--- config.mk ---
export PLATFORM = sky130hd
export DESIGN_NAME = jtframe_sdram_rdbank_flat
export DESIGN_NICKNAME = d
export VERILOG_FILES = /design/src/rtl/jtframe_sdram_rdbank_if.sv /design/src/rtl/jtframe_sdram_rdbank.sv /design/src/flat_wrapper.sv
export SDC_FILE = /design/constraint.sdc
export NUM_CORES = 1
export LEC_CHECK = 0
export CAP_MARGIN = 10
export CELL_PAD_IN_SITES_DETAIL_PLACEMENT = 1
export CELL_PAD_IN_SITES_GLOBAL_PLACEMENT = 2
export CORE_MARGIN = 2
export CORE_UTILIZATION = 27
export CTS_CLUSTER_SIZE = 20
export DETAILED_ROUTE_END_ITERATION = 16
export GPL_TIMING_DRIVEN = 0
export PLACE_DENSITY_LB_ADDON = 0.1
export REMOVE_ABC_BUFFERS = 1
export SYNTH_ARGS = -nofsm -noshare
export SYNTH_HDL_FRONTEND = slang
export SYNTH_SLANG_ARGS = --single-unit
--- constraint.sdc ---
create_clock -name clk -period 2.4 [get_ports clk]
set_clock_uncertainty 0.2 [all_clocks]
set_input_delay 0.48 -clock clk [delete_from_list [all_inputs] [get_ports clk]]
set_output_delay 0.48 -clock clk [all_outputs]
set_load 0.01 [all_outputs]
--- src/rtl/jtframe_sdram_rdbank_if.sv ---
`default_nettype none
// +--------------------------------------------------------------+
// | jtframe_sdram_rdbank_if                                      |
// | Arbiter-side request/return bus of the SDRAM read engine.    |
// | Rev 1.0                                                      |
// +--------------------------------------------------------------+
interface jtframe_sdram_rdbank_if #(
  parameter int SDRAMW = 22
);
  logic              req;
  logic [SDRAMW-1:0] addr;
  logic              ack;
  logic              dst;
  logic              rdy;
  logic [15:0]       dout;

  modport master (
    output req, addr,
    input  ack, dst, rdy, dout
  );

  modport slave (
    input  req, addr,
    output ack, dst, rdy, dout
  );
endinterface
`default_nettype wire

--- src/rtl/jtframe_sdram_rdbank.sv ---
`default_nettype none
// +--------------------------------------------------------------+
// | jtframe_sdram_rdbank                                         |
// | Single-bank read-only SDRAM engine with init and refresh.    |
// | Rev 1.0                                                      |
// +--------------------------------------------------------------+
module jtframe_sdram_rdbank #(
  parameter int         SDRAMW     = 22,
  parameter logic [1:0] BANK       = 2'd0,
  parameter int         CL         = 2,
  parameter int         RCD        = 2,
  parameter int         RC         = 7,
  parameter int         RFC        = 7,
  parameter int         INIT_WAIT  = 10000,
  parameter int         REF_PERIOD = 780
) (
  input  logic                  clk,
  input  logic                  rst,
  jtframe_sdram_rdbank_if.slave rd_bus,
  input  logic [15:0]           sdram_dq_i,
  output logic [12:0]           sdram_a_o,
  output logic [1:0]            sdram_ba_o,
  output logic [3:0]            sdram_cmd_o,
  output logic [1:0]            sdram_dqm_o,
  output logic                  sdram_cke_o
);

  localparam logic [3:0] CMD_NOP = 4'b0111;
  localparam logic [3:0] CMD_ACT = 4'b0011;
  localparam logic [3:0] CMD_RD  = 4'b0101;
  localparam logic [3:0] CMD_PRE = 4'b0010;
  localparam logic [3:0] CMD_REF = 4'b0001;
  localparam logic [3:0] CMD_MRS = 4'b0000;

  localparam int MAX1     = (INIT_WAIT > RC)  ? INIT_WAIT : RC;
  localparam int MAX2     = (MAX1 > RFC)      ? MAX1 : RFC;
  localparam int MAX3     = (MAX2 > RCD)      ? MAX2 : RCD;
  localparam int MAX4     = (MAX3 > CL)       ? MAX3 : CL;
  localparam int WAIT_MAX = (MAX4 > 3)        ? MAX4 : 3;
  localparam int CNTW     = $clog2(WAIT_MAX + 1);
  localparam int REFW     = (REF_PERIOD > 1) ? $clog2(REF_PERIOD + 1) : 1;
  localparam int EXTW     = (SDRAMW > 22) ? SDRAMW : 22;

  // Counters hold "cycles left minus one" so the next command lands exactly N cycles later
  localparam logic [CNTW-1:0] CNT_INIT = CNTW'((INIT_WAIT > 0) ? INIT_WAIT - 1 : 0);
  localparam logic [CNTW-1:0] CNT_RC   = CNTW'((RC  > 0) ? RC  - 1 : 0);
  localparam logic [CNTW-1:0] CNT_RFC  = CNTW'((RFC > 0) ? RFC - 1 : 0);
  localparam logic [CNTW-1:0] CNT_RCD  = CNTW'((RCD > 0) ? RCD - 1 : 0);
  localparam logic [CNTW-1:0] CNT_CL   = CNTW'((CL  > 0) ? CL  - 1 : 0);
  localparam logic [CNTW-1:0] CNT_MRS  = CNTW'(2);
  localparam logic [REFW-1:0] REF_LAST = REFW'((REF_PERIOD > 0) ? REF_PERIOD - 1 : 0);

  // Single-location write, CAS latency, sequential, burst length 1
  localparam logic [12:0] MODE_WORD = {3'b000, 1'b1, 2'b00, 3'(CL), 1'b0, 3'b000};

  typedef enum logic [2:0] {
    S_INIT = 3'd0,
    S_PRE  = 3'd1,
    S_REF1 = 3'd2,
    S_REF2 = 3'd3,
    S_IDLE = 3'd4,
    S_ACT  = 3'd5,
    S_RD   = 3'd6
  } state_t;

  state_t          state_q;
  logic [CNTW-1:0] cnt_q;
  logic [CNTW-1:0] trc_q;
  logic [3:0]      cmd_q;
  logic [12:0]     a_q;
  logic [1:0]      dqm_q;
  logic            ack_q;
  logic            dst_q;
  logic            rdy_q;
  logic [15:0]     dout_q;
  logic [8:0]      col_q;
  logic            ref_en_q;
  logic [REFW-1:0] ref_cnt_q;
  logic [REFW-1:0] ref_cnt_d;
  logic            ref_pend_q;
  logic            ref_pend_d;

  logic [EXTW-1:0] w_addr_ext;
  logic [12:0]     w_row;
  logic            w_ref_go;

  assign w_addr_ext = EXTW'(rd_bus.addr);
  assign w_row      = w_addr_ext[21:9];
  assign w_ref_go   = (state_q == S_IDLE) && (trc_q == '0) && ref_pend_q;

  // An expiry landing on the cycle the REFRESH goes out re-arms the pending flag
  always_comb begin
    ref_cnt_d  = ref_cnt_q;
    ref_pend_d = ref_pend_q & ~w_ref_go;
    if (ref_en_q) begin
      if (ref_cnt_q == REF_LAST) begin
        ref_cnt_d  = '0;
        ref_pend_d = 1'b1;
      end else begin
        ref_cnt_d = ref_cnt_q + 1'b1;
      end
    end
  end

  always_ff @(posedge clk) begin
    if (rst) begin
      ref_cnt_q  <= '0;
      ref_pend_q <= 1'b0;
    end else begin
      ref_cnt_q  <= ref_cnt_d;
      ref_pend_q <= ref_pend_d;
    end
  end

  always_ff @(posedge clk) begin
    if (rst) begin
      state_q  <= S_INIT;
      cnt_q    <= CNT_INIT;
      trc_q    <= '0;
      cmd_q    <= CMD_NOP;
      a_q      <= '0;
      dqm_q    <= 2'b11;
      ack_q    <= 1'b0;
      dst_q    <= 1'b0;
      rdy_q    <= 1'b0;
      dout_q   <= '0;
      col_q    <= '0;
      ref_en_q <= 1'b0;
    end else begin
      cmd_q <= CMD_NOP;
      ack_q <= 1'b0;
      dst_q <= 1'b0;
      rdy_q <= dst_q;
      if (dst_q) dout_q <= sdram_dq_i;
      if (trc_q != '0) trc_q <= trc_q - 1'b1;
      if (cnt_q != '0) cnt_q <= cnt_q - 1'b1;

      case (state_q)
        S_INIT: if (cnt_q == '0) begin
          cmd_q   <= CMD_PRE;
          a_q     <= 13'h0400;
          cnt_q   <= CNT_RC;
          state_q <= S_PRE;
        end
        S_PRE: if (cnt_q == '0) begin
          cmd_q   <= CMD_REF;
          cnt_q   <= CNT_RFC;
          state_q <= S_REF1;
        end
        S_REF1: if (cnt_q == '0) begin
          cmd_q   <= CMD_REF;
          cnt_q   <= CNT_RFC;
          state_q <= S_REF2;
        end
        S_REF2: if (cnt_q == '0) begin
          cmd_q    <= CMD_MRS;
          a_q      <= MODE_WORD;
          trc_q    <= CNT_MRS;
          dqm_q    <= 2'b00;
          ref_en_q <= 1'b1;
          state_q  <= S_IDLE;
        end
        S_IDLE: begin
          // Refresh wins over a waiting request; both wait for tRC to drain
          if (w_ref_go) begin
            cmd_q <= CMD_REF;
            trc_q <= CNT_RFC;
          end else if ((trc_q == '0) && rd_bus.req) begin
            cmd_q   <= CMD_ACT;
            a_q     <= w_row;
            ack_q   <= 1'b1;
            col_q   <= w_addr_ext[8:0];
            trc_q   <= CNT_RC;
            cnt_q   <= CNT_RCD;
            state_q <= S_ACT;
          end
        end
        S_ACT: if (cnt_q == '0) begin
          cmd_q   <= CMD_RD;
          a_q     <= {2'b00, 1'b1, 1'b0, col_q};
          cnt_q   <= CNT_CL;
          state_q <= S_RD;
        end
        S_RD: if (cnt_q == '0) begin
          dst_q   <= 1'b1;
          state_q <= S_IDLE;
        end
        default: state_q <= S_INIT;
      endcase
    end
  end

  assign rd_bus.ack  = ack_q;
  assign rd_bus.dst  = dst_q;
  assign rd_bus.rdy  = rdy_q;
  assign rd_bus.dout = dout_q;

  assign sdram_a_o   = a_q;
  assign sdram_ba_o  = BANK;
  assign sdram_cmd_o = cmd_q;
  assign sdram_dqm_o = dqm_q;
  assign sdram_cke_o = 1'b1;

endmodule
`default_nettype wire

--- src/flat_wrapper.sv ---
// flat-port wrapper written by rule: the top's interface ports become plain ports
module jtframe_sdram_rdbank_flat 
#(
  parameter int         SDRAMW     = 22,
  parameter logic [1:0] BANK       = 2'd0,
  parameter int         CL         = 2,
  parameter int         RCD        = 2,
  parameter int         RC         = 7,
  parameter int         RFC        = 7,
  parameter int         INIT_WAIT  = 10000,
  parameter int         REF_PERIOD = 780
)
  (clk, rst, sdram_dq_i, sdram_a_o, sdram_ba_o, sdram_cmd_o, sdram_dqm_o, sdram_cke_o, rd_bus_req, rd_bus_addr, rd_bus_ack, rd_bus_dst, rd_bus_rdy, rd_bus_dout);
  jtframe_sdram_rdbank_if #(.SDRAMW(SDRAMW)) rd_bus_i ();
  input  logic clk;
  input  logic rst;
  input  logic [15:0] sdram_dq_i;
  output logic [12:0] sdram_a_o;
  output logic [1:0] sdram_ba_o;
  output logic [3:0] sdram_cmd_o;
  output logic [1:0] sdram_dqm_o;
  output logic sdram_cke_o;
  input wire logic [$bits(rd_bus_i.req)-1:0] rd_bus_req;
  input wire logic [$bits(rd_bus_i.addr)-1:0] rd_bus_addr;
  output wire logic [$bits(rd_bus_i.ack)-1:0] rd_bus_ack;
  output wire logic [$bits(rd_bus_i.dst)-1:0] rd_bus_dst;
  output wire logic [$bits(rd_bus_i.rdy)-1:0] rd_bus_rdy;
  output wire logic [$bits(rd_bus_i.dout)-1:0] rd_bus_dout;
  assign rd_bus_i.req = rd_bus_req;
  assign rd_bus_i.addr = rd_bus_addr;
  assign rd_bus_ack = rd_bus_i.ack;
  assign rd_bus_dst = rd_bus_i.dst;
  assign rd_bus_rdy = rd_bus_i.rdy;
  assign rd_bus_dout = rd_bus_i.dout;
  jtframe_sdram_rdbank #(.SDRAMW(SDRAMW), .BANK(BANK), .CL(CL), .RCD(RCD), .RC(RC), .RFC(RFC), .INIT_WAIT(INIT_WAIT), .REF_PERIOD(REF_PERIOD)) u_core (.clk(clk), .rst(rst), .rd_bus(rd_bus_i), .sdram_dq_i(sdram_dq_i), .sdram_a_o(sdram_a_o), .sdram_ba_o(sdram_ba_o), .sdram_cmd_o(sdram_cmd_o), .sdram_dqm_o(sdram_dqm_o), .sdram_cke_o(sdram_cke_o));
endmodule
# After elaboration in Yosys (flattened, before gate mapping)
# Index checks and enable logic that the tools add are counted.
# W data, S select, Z words.
dict set report totals {
  regBits 90
  latchBits 0
  ramBits 0
  mem_bits_ro 0
  elab_cells 91
  memories 0
}
dict set report classes {
  addsub 3
  n_mul 0
  div 0
  n_lt_le_gt_ge 0
  eq_ne 15
  shifts 0
  muxes 37
  bitwise 4
  n_reduce_logical 18
}
# op count
set ops {}
lappend ops {{$mux W14} 9}
lappend ops {{$mux W13} 5}
lappend ops {{$pmux W13 S4} 1}
lappend ops {{$pmux W14 S3} 1}
lappend ops {{$mux W3} 11}
lappend ops {{$logic_not A14 Y1} 2}
lappend ops {{$pmux W14 S2} 1}
lappend ops {{$reduce_bool A14 Y1} 2}
lappend ops {{$sub A14 B1 Y14 const B} 2}
lappend ops {{$pmux W4 S5} 1}
lappend ops {{$pmux W3 S6} 1}
lappend ops {{$ne A2 B1 Y1 const B} 6}
lappend ops {{$add A10 B1 Y10 const B} 1}
lappend ops {{$eq A10 B10 Y1 const B} 1}
lappend ops {{$mux W10} 1}
lappend ops {{$eq A3 B3 Y1 const B} 3}
lappend ops {{$reduce_and A7 Y1} 1}
lappend ops {{$eq A3 B2 Y1 const B} 2}
lappend ops {{$reduce_and A6 Y1} 1}
lappend ops {{$reduce_or A2 Y1} 3}
lappend ops {{$reduce_or A3 Y1} 2}
lappend ops {{$mux W1} 4}
lappend ops {{$mux W4} 1}
lappend ops {{$ne A2 B2 Y1 const B} 2}
lappend ops {{9 further kinds} 13}

# Depth between registers and ports, before layout
dict set report logic_depth {
  word_depth 7
  mapped_depth 9
}

# Worst setup path after synthesis
# No wires, ideal clock.
dict set report synth_timing {
  path_kind {reg-to-reg}
  start {reg u_core.cnt_q[0]}
  end {reg u_core.cnt_q[0]}
  setup_ns 0.120
  arrival_time_ns 2.058
  path_slack_ns 0.022
  stages_incl_launch_ff 9
  n_path_buf 0
  path_cell_list {dfxtp_1 > inv_1 > ha_1 > nor4b_1 > and4b_1 > inv_2 > ha_1 > o22ai_1 > a211o_1}
}
dict set report synth_between {
  elab_chain_cells 5
}
# element line_no
set synth_lines {}
lappend synth_lines {{from (decl)} jtframe_sdram_rdbank.sv:67} ;# logic [CNTW-1:0] cnt_q;
lappend synth_lines {{from (signal assigned)} jtframe_sdram_rdbank.sv:136} ;# if (cnt_q != '0) cnt_q <= cnt_q - 1'b1;
lappend synth_lines {{$sub A14 B1 Y14 or $reduce_bool A14 Y1 (tied branches)} jtframe_sdram_rdbank.sv:136}
lappend synth_lines {{$mux W14} jtframe_sdram_rdbank.sv:136}
lappend synth_lines {{$mux W14} jtframe_sdram_rdbank.sv:168} ;# end else if ((trc_q == '0) && rd_bus.req) begin
lappend synth_lines {{$mux W14} jtframe_sdram_rdbank.sv:165} ;# if (w_ref_go) begin
lappend synth_lines {{$pmux W14 S3 (*)} jtframe_sdram_rdbank.sv:138} ;# case (state_q)
# Every way passes the cells marked *; elsewhere a longest branch is shown, timed or not.
# A chain may end at the register's enable or synchronous reset.

# Worst setup path in the final report
dict set report layout_timing {
  start {reg u_core.trc_q[0]}
  end {reg u_core.a_q[10] (netlist: u_core.sdram_a_o[10])}
}
dict set report layout_between {
  elab_chain_cells 5
}
# element line_no
set layout_lines {}
lappend layout_lines {{from (decl)} jtframe_sdram_rdbank.sv:68} ;# logic [CNTW-1:0] trc_q;
lappend layout_lines {{from (signal assigned)} jtframe_sdram_rdbank.sv:135} ;# if (trc_q != '0) trc_q <= trc_q - 1'b1;
lappend layout_lines {{$logic_not A14 Y1 (*)} {jtframe_sdram_rdbank.sv:89, jtframe_sdram_rdbank.sv:168}}
lappend layout_lines {{$logic_and A1 B1 Y1 (2 in series)} jtframe_sdram_rdbank.sv:89} ;# assign w_ref_go = (state_q == S_IDLE) && (trc_q == '0) && ref_pend_q;
lappend layout_lines {{$ne A2 B2 Y1 (no source line)} --}
lappend layout_lines {{$reduce_and A6 Y1 (no source line) (*)} --}
lappend layout_lines {{to (signal assigned)} jtframe_sdram_rdbank.sv:170} ;# a_q <= w_row;
lappend layout_lines {{to (signal assigned)} jtframe_sdram_rdbank.sv:180} ;# a_q <= {2'b00, 1'b1, 1'b0, col_q};
lappend layout_lines {{to (decl)} jtframe_sdram_rdbank.sv:70} ;# logic [12:0] a_q;
# Marked as above.

==> key figures <==
Worst hold path
  • WHS Path Cells: 2
  • Hold path endpoint: u_core.col_q[5]
  • Worst min-delay path class: reg -> reg
  • Hold Startpoint: u_core.col_q[5]

Global routing
  • Vias in the first global route: around 3600
  • Total GRT Usage: ~16%
  • Pin count of the biggest net entering global routing: 45
  • First-pass GRT wire length: a little under 20000 µm
  • Overflow after GRT: 0
  • Initial antenna violation count: 0

Critical path
  • Largest stage delay, worst path: roughly 0.40 ns
  • FF-to-FF path depth: 8
  • RR Endpoint: u_core.sdram_a_o[10]
  • Crit path capture type: flip-flop
  • Critical path class: reg -> reg
  • Reg2reg setup slack: ~0.13 ns
  • CP cell instances: inv_1 > ha_4 > nor4b_4 > buf_4 > and2_4 > a32oi_4 > or3_1 > a21oi_1
  • Critical Path AT: about 2.4 ns
  • Crit Path Max Fanout: 8
  • CP max stage cell: or3_1
  • Critical path buffer and inverter count: 2
  • Cell family with most CP delay: simple AND/OR/NAND/NOR gates
  • RR Startpoint: u_core.trc_q[0]
  • Critical Path RT: ~2.5 ns
  • Type of origin of the critical path: flip-flop

Synth
  • Distinct cells, synth: between 50 and 60
  • Seq/Total Area, Yosys: 44.56%
  • Synth cell count leaders: dfxtp_1, nor2_1, nand2_1
  • Number of synthesized flops with an enable pin: 0
  • Async set or reset register ratio after synthesis: 0%
  • Synth area leader: dfxtp_1
  • Mapped Cells: 452
  • Area contributors post-synth: dfxtp_1, nor2_1, mux2i_1
  • Syn Area/Cell: 8.747 µm²
  • Synth Flop Type: dfxtp_1
  • Synth Cell Area: around 4000 µm²
  • Synth warn: 0
  • Register bit total from synthesis: 88
  • Synth top area share: between 40 and 50%
  • Top-count cell post-synth: dfxtp_1

Flow run
  • Max-cap violations: 0

CTS
  • Worst-path clk slew: 0.06 ns
  • Clock buffer depth: 2
  • Clock root cell: clkbuf_16
  • CTS HTree Levels: 3
  • Clock Latency Late Sink: between 0.3 and 0.4 ns
  • CTS Hold Bufs: 0
  • CTS tree: built
  • Total CTS buffers: 9
  • Clock Sinks: 88

Detailed routing
  • # DRC: 0
  • Via count: ~3400
  • Detailed Routing Iterations Pass 1: 4
  • Post-Route WL: ~12000 µm
  • Routed WL per cell: approximately 16 µm
  • Iteration-0 DRC Markers: between 100 and 150
  • Avg Vias per Cell: between 4 and 5
  • Post-DRT Antenna Nets: 0

Pwr
  • Power Density: around 750 nW/µm²
  • Static leakage: between 1.5 and 2 nW
  • Peak supply drop: ~0.56 mV

STA
  • Slew Limit Fails: 0
  • Setup violators final: 0
  • Min Tclk post-route: 2.274 ns
  • Max Clk Rate: between 400 and 500 MHz
  • WHS: approximately 0.25 ns
  • Tcrit/Tclk final: 94.75%
  • Worst-margin pin slew: between 0.6 and 0.7 ns
  • Rel. slew slack: a little under three fifths
  • Final Hold Fails: 0

Final layout
  • Layout cells sized above 1: around 14%
  • Layout Nets: a little under 600
  • Non-filler cells, final: 720
  • Final core utilization: roughly 38%
  • Area grow syn2layout: 38.07%
  • Fill count: between 1500 and 2000
  • Footprint of the multi-input gates: ~2200 µm²
  • N_diodes: 0
  • Storage element area: approximately 1800 µm²

Placement
  • RePlAce Congestion: 0.7222
  • Dpl cells: a little under 700
  • DP Wirelength: 7823 µm
  • Port Buffers: 77

Floorplan
  • Die W: roughly 130 µm
  • Core area: 14420 µm²
  • Boundary Pins: 82
  • Vert. Die Dim: around 130 µm
  • Row Count: 44
  • Die Area: around 16000 µm²
  • Starting Density: between 20% and 30%

Run status
  • Run status: complete, no violations
placed cells by master (no fill, tap or decap), types with 5 or more instances in the layout:
cell type,Yosys,layout
nand4_1,5,5
a21oi_1,28,28
o21ai_0,20,20
clkbuf_16,0,9
dfxtp_1,88,85
nor4_1,7,7
buf_4,5,13
clkdlybuf4s50_1,0,76
nor3_1,6,5
nor2b_1,6,5
xnor2_1,10,10
xor2_1,11,11
or2_2,5,5
nand2b_1,6,5
mux2_2,10,10
nand3b_1,12,12
nand2_1,56,56
mux2i_1,21,21
nand3_1,9,8
nor2_1,60,60
per-layer routing:
| metal | vias up | GRT usage [%] | part of all wire [%] |
|---|---|---|---|
| met4 | 0 | 6.078 | 1.8 |
| met1 | 1636 | 20.87 | 49 |
| met2 | 56 | 25.00 | 46 |
| met3 | 13 | 2.781 | 3.0 |
| met5 | - | 0 | 0 |
| li1 | 1726 | - | - |
flip-flops by register name (all words and copies together) (netlist names):
name	cells
u_core.rd_bus.dout	16
u_core.cnt_q	14
u_core.trc_q	14
u_core.sdram_a_o	13
u_core.ref_cnt_q	10
u_core.col_q	9
u_core.sdram_cmd_o	3
u_core.state_q	3
u_core.rd_bus.ack	1
u_core.rd_bus.dst	1
u_core.rd_bus.rdy	1
u_core.ref_en_q	1
u_core.ref_pend_q	1
u_core.sdram_dqm_o	1
repair_timing:
action,in CTS,in global routing
pin swaps,2,3
endpoints found under the setup margin,61,49
gates cloned,1,0
setup buffers,6,8
gates resized for setup,24,12
hold endpoints to repair,0,0
worst register-to-register path: stages, from the launching register on:
cell and delay [ns]:
dfxtp_1 0.33, inv_1 0.13, ha_4 0.21, nor4b_4 0.28, buf_4 0.16, and2_4 0.20
a32oi_4 0.18, or3_1 0.40, a21oi_1 0.13
worst max path at each step:
| stage | from | endpoint | slack (ns) | cells after the start |
|---|---|---|---|---|
| 6_report | u_core.trc_q[0] | u_core.sdram_a_o[10] | 0.13 | 8 |
| 5_1_grt | u_core.cnt_q[0] | u_core.cnt_q[0] | -0.007 | 8 |
| 4_1_cts | u_core.cnt_q[0] | u_core.cnt_q[0] | -0.007 | 8 |
| 3_5_place_dp | u_core.cnt_q[0] | u_core.sdram_a_o[10] | -1.00 | 7 |
| 3_3_place_gp | rst | u_core.sdram_a_o[7] | -1.96 | 4 |
| 2_1_floorplan | u_core.cnt_q[0] | u_core.cnt_q[0] | -0.19 | 8 |
through the flow:
stage | worst slack, ns | TNS, ns | instance area, µm² | total power [W]
floorplan | -0.1885 | -0.4082 | 3835 | 0.002199
global placement | -1.964 | -91.00 | 4836 | 0.002431
detailed placement | -1.005 | -35.00 | 4851 | 0.002461
CTS | -0.007339 | -0.007339 | 5331 | 0.004088
global route | -0.007177 | -0.007177 | 5459 | 0.004340
finish | 0.1260 | 0 | 5459 | 0.004078
cell type report:
type	instances	share of cell area (%)
Inverter	6	0.4584
Clock inverter	5	1.192
Sequential cell	88	32.48
Tap cell	184	4.217
Multi-Input combinational cell	334	40.48
Timing Repair Buffer	92	16.55
Clock buffer	11	4.630
power breakdown:
group | internal (W) | switching, W
logic | 0.000446 | 0.000508
registers | 0.00153 | 0.0000956
clock network | 0.000871 | 0.000623
total | 0.00285 | 0.00123
cells by family after synthesis:
| group | count (synthesis) | synth area share [%] |
|---|---|---|
| and+or+nand+nor | 197 | 25.44 |
| AOI/OAI and AO/OA | 74 | 11.39 |
| muxes | 31 | 8.165 |
| xor gates and xnor gates | 21 | 4.652 |
| adders and majority gates | 6 | 1.835 |
| DFF | 88 | 44.56 |
| other | 2 | 0.1899 |
| buffers and inverters | 33 | 3.766 |
No activity file was read; power rests on OpenSTA's default activity.
